File: src/rtl/vec_norm_div.sv
// Gram-Schmidt normalisation of a 4-element complex column: ||h|| by bit-serial restoring sqrt,
// then every element divided by the norm with a shared bit-serial restoring divider.
module vec_norm_div #(
   parameter int unsigned i_int  = 4,
   parameter int unsigned i_wide = 22,
   parameter int unsigned o_int  = 2,
   parameter int unsigned o_wide = 22
) (
   input  logic                  i_clk,
   input  logic                  i_rst,
   input  logic                  i_valid,
   input  logic [4*i_wide-1:0]   i_real,
   input  logic [4*i_wide-1:0]   i_imag,
   output logic                  o_busy,
   output logic                  o_valid,
   output logic [4*o_wide-1:0]   o_q_real,
   output logic [4*o_wide-1:0]   o_q_imag,
   output logic [i_wide:0]       o_norm,
   output logic                  o_zero
);
   localparam int unsigned W  = i_wide;
   localparam int unsigned FQ = o_wide - o_int;
   localparam int unsigned N  = o_wide - 1;       // quotient bits per element
   localparam int unsigned AW = 2 * W + 2;        // accumulator width
   localparam int unsigned RQ = W + 3;            // sqrt remainder width
   localparam int unsigned D  = W + FQ;           // dividend width
   localparam int unsigned RW = W + 2;            // divider remainder width
   localparam int unsigned HW = D - N;
   localparam int unsigned CW = $clog2(W + N + 2);

   if (i_int < 1 || i_int >= i_wide) begin : g_bad_int
      $error("vec_norm_div: i_int must lie in [1, i_wide)");
   end

   typedef enum logic [2:0] {StIdle, StSq, StSqrt, StDiv, StOut} state_t;

   state_t            r_state;
   logic [W-1:0]      r_buf [8];
   logic [o_wide-1:0] r_q [8];
   logic [2:0]        r_el;
   logic [CW-1:0]     r_cnt;
   logic [AW-1:0]     r_acc;
   logic [RQ-1:0]     r_srem;
   logic [W:0]        r_root;
   logic [RW-1:0]     r_rem;
   logic [N-1:0]      r_low;
   logic [W:0]        r_norm;
   logic              r_zero;
   logic              r_valid;

   logic [W-1:0]      w_sq_x, w_sq_abs;
   logic [2*W-1:0]    w_sq_ext, w_sq;
   logic [RQ-1:0]     w_sr, w_trial, w_sr_sub;
   logic              w_sr_ge;
   logic [W:0]        w_root_nx;
   logic [2:0]        w_ld_idx;
   logic [W-1:0]      w_ld_x, w_ld_abs;
   logic [D-1:0]      w_dvd;
   logic [RW-1:0]     w_ld_rem, w_dr, w_dr_sub;
   logic [N-1:0]      w_ld_low, w_q_nx;
   logic              w_dr_ge, w_neg;
   logic [o_wide-1:0] w_q_mag, w_q_val;

   // Squaring path: element selected by r_el, magnitude squared as unsigned.
   assign w_sq_x   = r_buf[r_el];
   assign w_sq_abs = w_sq_x[W-1] ? -w_sq_x : w_sq_x;
   assign w_sq_ext = {{W{1'b0}}, w_sq_abs};
   assign w_sq     = w_sq_ext * w_sq_ext;

   // Restoring sqrt: two radicand bits enter per cycle from the top of r_acc.
   assign w_sr      = {r_srem[RQ-3:0], r_acc[AW-1 -: 2]};
   assign w_trial   = {r_root, 2'b01};
   assign w_sr_ge   = w_sr >= w_trial;
   assign w_sr_sub  = w_sr - w_trial;
   assign w_root_nx = {r_root[W-1:0], w_sr_ge};

   // Divider preload: top dividend bits are already below the norm because q < 2^N.
   assign w_ld_idx = (r_state == StDiv) ? r_el + 3'd1 : 3'd0;
   assign w_ld_x   = r_buf[w_ld_idx];
   assign w_ld_abs = w_ld_x[W-1] ? -w_ld_x : w_ld_x;
   assign w_dvd    = {w_ld_abs, {FQ{1'b0}}};
   assign w_ld_rem = {{(RW-HW){1'b0}}, w_dvd[D-1:N]};
   assign w_ld_low = w_dvd[N-1:0];

   assign w_dr     = {r_rem[RW-2:0], r_low[N-1]};
   assign w_dr_ge  = w_dr >= {1'b0, r_norm};
   assign w_dr_sub = w_dr - {1'b0, r_norm};
   assign w_q_nx   = {r_low[N-2:0], w_dr_ge};
   assign w_neg    = r_buf[r_el][W-1];
   assign w_q_mag  = {1'b0, w_q_nx};
   assign w_q_val  = w_neg ? -w_q_mag : w_q_mag;

   always_ff @(posedge i_clk or posedge i_rst) begin
      if (i_rst) begin
         r_state <= StIdle;
         for (int i = 0; i < 8; i++) begin
            r_buf[i] <= '0;
            r_q[i]   <= '0;
         end
         r_el    <= '0;
         r_cnt   <= '0;
         r_acc   <= '0;
         r_srem  <= '0;
         r_root  <= '0;
         r_rem   <= '0;
         r_low   <= '0;
         r_norm  <= '0;
         r_zero  <= 1'b0;
         r_valid <= 1'b0;
      end else begin
         unique case (r_state)
            StIdle: begin
               r_valid <= 1'b0;
               if (i_valid) begin
                  for (int k = 0; k < 4; k++) begin
                     r_buf[2*k]   <= i_real[(3-k)*W +: W];
                     r_buf[2*k+1] <= i_imag[(3-k)*W +: W];
                  end
                  r_acc   <= '0;
                  r_el    <= '0;
                  r_state <= StSq;
               end
            end
            StSq: begin
               r_acc <= r_acc + {2'b00, w_sq};
               r_el  <= r_el + 3'd1;
               if (r_el == 3'd7) begin
                  r_srem  <= '0;
                  r_root  <= '0;
                  r_cnt   <= '0;
                  r_state <= StSqrt;
               end
            end
            StSqrt: begin
               r_acc  <= r_acc << 2;
               r_srem <= w_sr_ge ? w_sr_sub : w_sr;
               r_root <= w_root_nx;
               r_cnt  <= r_cnt + 1'b1;
               if (r_cnt == CW'(W)) begin
                  r_norm <= w_root_nx;
                  r_cnt  <= '0;
                  r_el   <= '0;
                  if (w_root_nx == '0) begin
                     r_zero <= 1'b1;
                     for (int i = 0; i < 8; i++) r_q[i] <= '0;
                     r_valid <= 1'b1;
                     r_state <= StOut;
                  end else begin
                     r_zero  <= 1'b0;
                     r_rem   <= w_ld_rem;
                     r_low   <= w_ld_low;
                     r_state <= StDiv;
                  end
               end
            end
            StDiv: begin
               r_rem <= w_dr_ge ? w_dr_sub : w_dr;
               r_low <= w_q_nx;
               r_cnt <= r_cnt + 1'b1;
               if (r_cnt == CW'(N - 1)) begin
                  r_q[r_el] <= w_q_val;
                  r_cnt     <= '0;
                  r_el      <= r_el + 3'd1;
                  if (r_el == 3'd7) begin
                     r_valid <= 1'b1;
                     r_state <= StOut;
                  end else begin
                     r_rem <= w_ld_rem;
                     r_low <= w_ld_low;
                  end
               end
            end
            StOut: begin
               r_valid <= 1'b0;
               r_state <= StIdle;
            end
            default: r_state <= StIdle;
         endcase
      end
   end

   assign o_busy   = (r_state != StIdle);
   assign o_valid  = r_valid;
   assign o_norm   = r_norm;
   assign o_zero   = r_zero;
   assign o_q_real = {r_q[0], r_q[2], r_q[4], r_q[6]};
   assign o_q_imag = {r_q[1], r_q[3], r_q[5], r_q[7]};

endmodule

File: config.mk
export PLATFORM = sky130hd
export DESIGN_NAME = vec_norm_div
export DESIGN_NICKNAME = d
export VERILOG_FILES = /design/src/rtl/vec_norm_div.sv
export SDC_FILE = /design/constraint.sdc
export NUM_CORES = 2
export LEC_CHECK = 0
export CORE_AREA = 2 2 335 237
export DETAILED_ROUTE_END_ITERATION = 6
export DIE_AREA = 0 0 337 239
export MAX_ROUTING_LAYER = met4
export PLACE_DENSITY = 0.76
export SETUP_SLACK_MARGIN = 0.3
export SKIP_CTS_REPAIR_TIMING = 1
export SYNTH_ARGS = -nofsm -noshare
export SYNTH_HDL_FRONTEND = slang
export SYNTH_SLANG_ARGS = --single-unit
File: constraint.sdc
create_clock -name i_clk -period 27.6 [get_ports i_clk]
set_input_delay 6.9 -clock i_clk [delete_from_list [all_inputs] [get_ports i_clk]]
set_output_delay 6.9 -clock i_clk [all_outputs]
set_load 0.03 [all_outputs]
* After elaboration in Yosys (flattened, before gate mapping) *
Cells that the tools add are included.

storage, ports and cells
  logic and storage cells = 134
  bits of input ports = 179
  output and inout bits = 202
  flip-flop bits (word level) = 525

cells by class
  eq/ne operators = 14
  reduce and logical (&&, ||, !) cells = 21
  add/sub/neg operators = 8
  $lt $le $gt $ge = 5
  multiplexer cells = 56
  $mul = 1
  bitwise operators = 2

operators with widths
  cell              count
  $mux 176          3
  $pmux 176 s2      1
  $mux 23           8
  $bwmux 176        1
  $mux 22           8
  $pmux 23 s2       3
  $pmux 46 s3       1
  $bmux 22 s3       2
  $mux 21           4
  $demux 22 s3      1
  $add 46x44->46    1
  $mux 46           1
  $sub 23x23->23    2
  $mul 22x22->44    1
  $neg 22->22       2
  $pmux 21 s2       1
  $mux 3            10
  $ge 25x25->1      1
  $ge 24x23->1      1
  $pmux 3 s4        2
  $logic_not 23->1  1
  $neg 21->22       1
  $mux 6            3
  $pmux 6 s3        1
  23 further kinds  47

* Logic depth before layout (Yosys ltp) *
  depth in word-level cells = 11
  gate-level depth with buffers = 40
  depth with buffers taken out = 34

* Worst setup path after synthesis *
Ideal clock, no wire load.

  path type = reg2reg
  start = reg r_el[0]
  end = reg r_acc[43]
  data required time = 27.468 ns
  path buffers = 4
  data arrival time = 8.942 ns
  setup slack = 18.526 ns
  library setup time = 0.132 ns
  clock period less this slack = 9.074 ns
  cell stages (with the launch flop) = 36
  cells stage by stage = dfrtp_1 buf_6 mux4_2 mux2i_4 clkbuf_1 ha_1 and4_1 nand3_4 o21ai_1 xnor2_1 inv_2 buf_2 nand2_1 inv_1 fa_1 inv_1 fa_1 inv_1 fa_1 fa_1 fa_1 fa_1 inv_1 fa_1 inv_1 ha_1 clkbuf_1 a21oi_1 o221ai_1 a221o_1 a221o_1 a31oi_1 o21ai_0 a31oi_1 mux2i_1 nand3_1

between the ends
  word-level cells in the longest chain between the ends = 9

ends and longest elaborated chain
  element                                       line  source
  from (decl)                                   40    logic [2:0] r_el;
  from (signal assigned)                        126   r_el <= r_el + 3'd1;
  from (signal assigned)                        163   r_el <= r_el + 3'd1;
  $not 3->4 (not written as such) *             65    assign w_sq_x = r_buf[r_el];
  $bmux 22 s3 *                                 65
  $mux 22 (not written as such) * (2 in a row)  65
  $neg 22->22                                   66    assign w_sq_abs = w_sq_x[W-1] ? -w_sq_x : w_sq_x;
  $mux 22 *                                     66
  $mul 22x22->44 *                              68    assign w_sq = w_sq_ext * w_sq_ext;
  $add 46x44->46 *                              125   r_acc <= r_acc + {2'b00, w_sq};
  $pmux 46 s3 *                                 111   unique case (r_state)
  to (signal assigned)                          125
  to (signal assigned)                          135   r_acc <= r_acc << 2;
  to (decl)                                     42    logic [AW-1:0] r_acc;

Mark *: on every way between the ends. The rest lies on a longest branch, timed or not. The select of a mux whose other input is x is not followed.
A chain may end at the register's enable or synchronous reset.

* Worst setup path in the final report *
Same ends and word-level chain as after synthesis.

==> impl_metrics.env <==
export IMPL_yosysSeqAreaShare_pct=31.1
export IMPL_outcome="finished with violations"
export IMPL_clockBufferDepth=3
export IMPL_layout_min_cycle_time_ns=12.59
export IMPL_syn_area_um2=42300
export IMPL_finalNetCount=5430
export IMPL_fin_crit_sh_pct=45.6
export IMPL_grt_pass1_wl_mm=207
export IMPL_wl_per_cell_um=23.4
export IMPL_synth_largest_area_cell="dfrtp_1"
export IMPL_synth_top_area_share_pct=31.1
export IMPL_violations="capacitance limit"
export IMPL_setup_ws_ns=15.01
export IMPL_drc=0
export IMPL_ys_warn_count=0
export IMPL_initial_utilization_pct=54.3
export IMPL_grt_pass1_vias=33986
export IMPL_syn_instance_count=4344
export IMPL_vias=34478
export IMPL_crit_required_ns=28.11
export IMPL_synthArstFlopShare_pct=100
export IMPL_cts_root_buf="clkbuf_16"
export IMPL_post_place_ws_ns=15.60
export IMPL_synth_cell_type_count=109
export IMPL_fmax_mhz=79.4
export IMPL_slew_headroom_pct=0.995
export IMPL_grt_start_max_net_pins=147
export IMPL_syn2layout_area_growth_pct=15.6
export IMPL_synth_area_leaders="dfrtp_1 (31%), fa_1 (18%), ha_1 (6.3%), inv_1 (5.4%), mux2_2 (5.2%)"
export IMPL_drt_iter0_drc=3710
export IMPL_critPathKind="reg -> reg"
export IMPL_clk_insertion_delay_late_ns=0.68
export IMPL_grt_use_total_pct=35.0
export IMPL_synth_common_cells="inv_1 (612), nand2_1 (545), dfrtp_1 (525)"
export IMPL_gp_congestion=1.05
export IMPL_cts_clk_slew_worst_paths_ns=0.07
export IMPL_grt_ovfl_total=0
export IMPL_postSynthAreaPerCell_um2=9.73
export IMPL_cp_start_kind="flip-flop"
export IMPL_die_area_um2=80500
export IMPL_finalSetupViolCount=0
export IMPL_slowest_stage="xor2_1"
export IMPL_cap_violations=1
export IMPL_cts_sinks=525
export IMPL_worst_pin_slew_ns=1.48
export IMPL_setup_worst_path_end_class="flip-flop"
export IMPL_ios=381
export IMPL_synth_flop_cell="dfrtp_1"
export IMPL_ant_nets=0
export IMPL_first_pass_iters=7
export IMPL_post_dp_cell_area_um2=47000
export IMPL_cts_max_level=2
export IMPL_numPortBuffers=380
export IMPL_fp_coreArea_um2=77800
export IMPL_critPathMaxFanout=59
export IMPL_cts_tree="yes"
export IMPL_finalSetupTns_ns=0
export IMPL_cts_made_buffers=54
export IMPL_cp_arrival_ns=13.10
export IMPL_maxSlewViolCount=0
export IMPL_grt_setup_unrepaired="no"
export IMPL_die_w_um=337
export IMPL_synth_edf_count=0
export IMPL_rows=86
export IMPL_min_path_type="reg -> reg"
export IMPL_wirelength_mm=135
export IMPL_viasPerCell=5.98
export IMPL_antenna_found_initial=20
export IMPL_hpwl_mm=104
export IMPL_synth_most_common_cell="inv_1"
export IMPL_die_height_um=239
export IMPL_hold_viol=0
export IMPL_skew_ns=0.0569
export IMPL_cpPeakStageDelay_ns=1.13
export IMPL_design_area_um2=48800
export IMPL_drive_gt1_share_pct=10.2
export IMPL_ys_seq_elements=525
-- layer usage --
layer,routed length (µm),global-route usage (%),part of all wire (%),vias up
li1,-,-,-,15033
met1,56400,49.4,42,17173
met2,54700,46.6,40,1994
met3,18300,11.9,14,278
met4,5640,12.7,4.2,0
met5,0,-,0,-
-- cell usage in the layout, fill, tap and decap left out, drive strengths merged, types with 53 or more instances in the layout --
cell,synthesis,routed
nand2,551,551
mux2,202,202
dfrtp,525,525
nor2,223,223
xor2,55,55
ha,213,213
o21ai,394,394
clkdlybuf4s50,0,380
xnor2,86,86
buf,87,65
mux2i,80,80
clkbuf,126,72
a21oi,138,138
nand3,53,53
fa,390,390
inv,629,638
-- critical path: cells and delay by family, from the launching register on --
| family | cells | cell delay (ns) |
|---|---|---|
| adders and majority gates | 8 | 3.79 |
| AOI/OAI and AO/OA | 9 | 3.20 |
| buffers and inverters | 9 | 2.32 |
| xor gates and xnor gates | 1 | 1.13 |
| and+or+nand+nor | 5 | 0.91 |
| DFF | 1 | 0.77 |
| muxes | 1 | 0.23 |
-- worst paths after layout --
kind	from	end	slack [ns]	cells past startpoint
setup / recovery	r_el[0]$_DFFE_PP0P_	r_acc[43]$_DFFE_PP0P_	15.01	33
hold reg to reg	r_rem[22]$_DFFE_PP0P_	r_rem[22]$_DFFE_PP0P_	0.48	2
max in group asynchronous	i_rst	o_q_real[8]$_DFFE_PP0P_	16.99	6
hold / removal	r_rem[22]$_DFFE_PP0P_	r_rem[22]$_DFFE_PP0P_	0.48	2
min in group asynchronous	i_rst	r_srem[7]$_DFFE_PP0P_	6.79	2
setup reg to reg	r_el[0]$_DFFE_PP0P_	r_acc[43]$_DFFE_PP0P_	15.01	33
-- sequential cells by signal (all words and copies together), names as in the netlist --
| register | flops |
|---|---|
| o_zero | 1 |
| r_buf | 176 |
| r_rem | 23 |
| r_srem | 23 |
| r_el | 3 |
| r_cnt | 6 |
| o_norm | 23 |
| r_low | 21 |
| o_valid | 1 |
| o_q_real | 88 |
| o_q_imag | 88 |
| r_acc | 46 |
| r_state | 3 |
| r_root | 23 |
-- cells by family after synthesis --
group / count (synthesis) / share of synthesized area, %
AND/OR/NAND/NOR: 1062 / 11.5
other: 2 / 0.0178
flip-flops: 525 / 31.1
buffers and inverters: 845 / 8.09
adder cells (fa/ha/maj): 603 / 24.8
XOR/XNOR: 141 / 3.03
multiplexers: 305 / 8.58
AO/OA/AOI/OAI: 861 / 12.9
-- final cells by class --
cell class / count / area (µm²)
multi-input combinational: 2990 / 25800
fill: 6391 / 29000
sequential: 525 / 13100
antenna: 20 / 50.0
inverter: 632 / 2380
clock buffer: 72 / 1490
timing repair buffer: 445 / 4300
tap: 1056 / 1320
clock inverter: 25 / 299
-- through the flow --
step / hold WS (ns) / std cells / utilization (%)
floorplan: 0.445 / 4360 / -
global placement: 0.461 / 5648 / 60.4
detailed placement: 0.466 / 5648 / 60.4
CTS: 0.481 / 5745 / 62.7
global route: 0.502 / 5765 / 62.8
finish: 0.476 / 5765 / 62.8
Power is left out: the tool's default activity adds up to more than one toggle a clock period on the data nets, which glitch-free logic cannot reach.
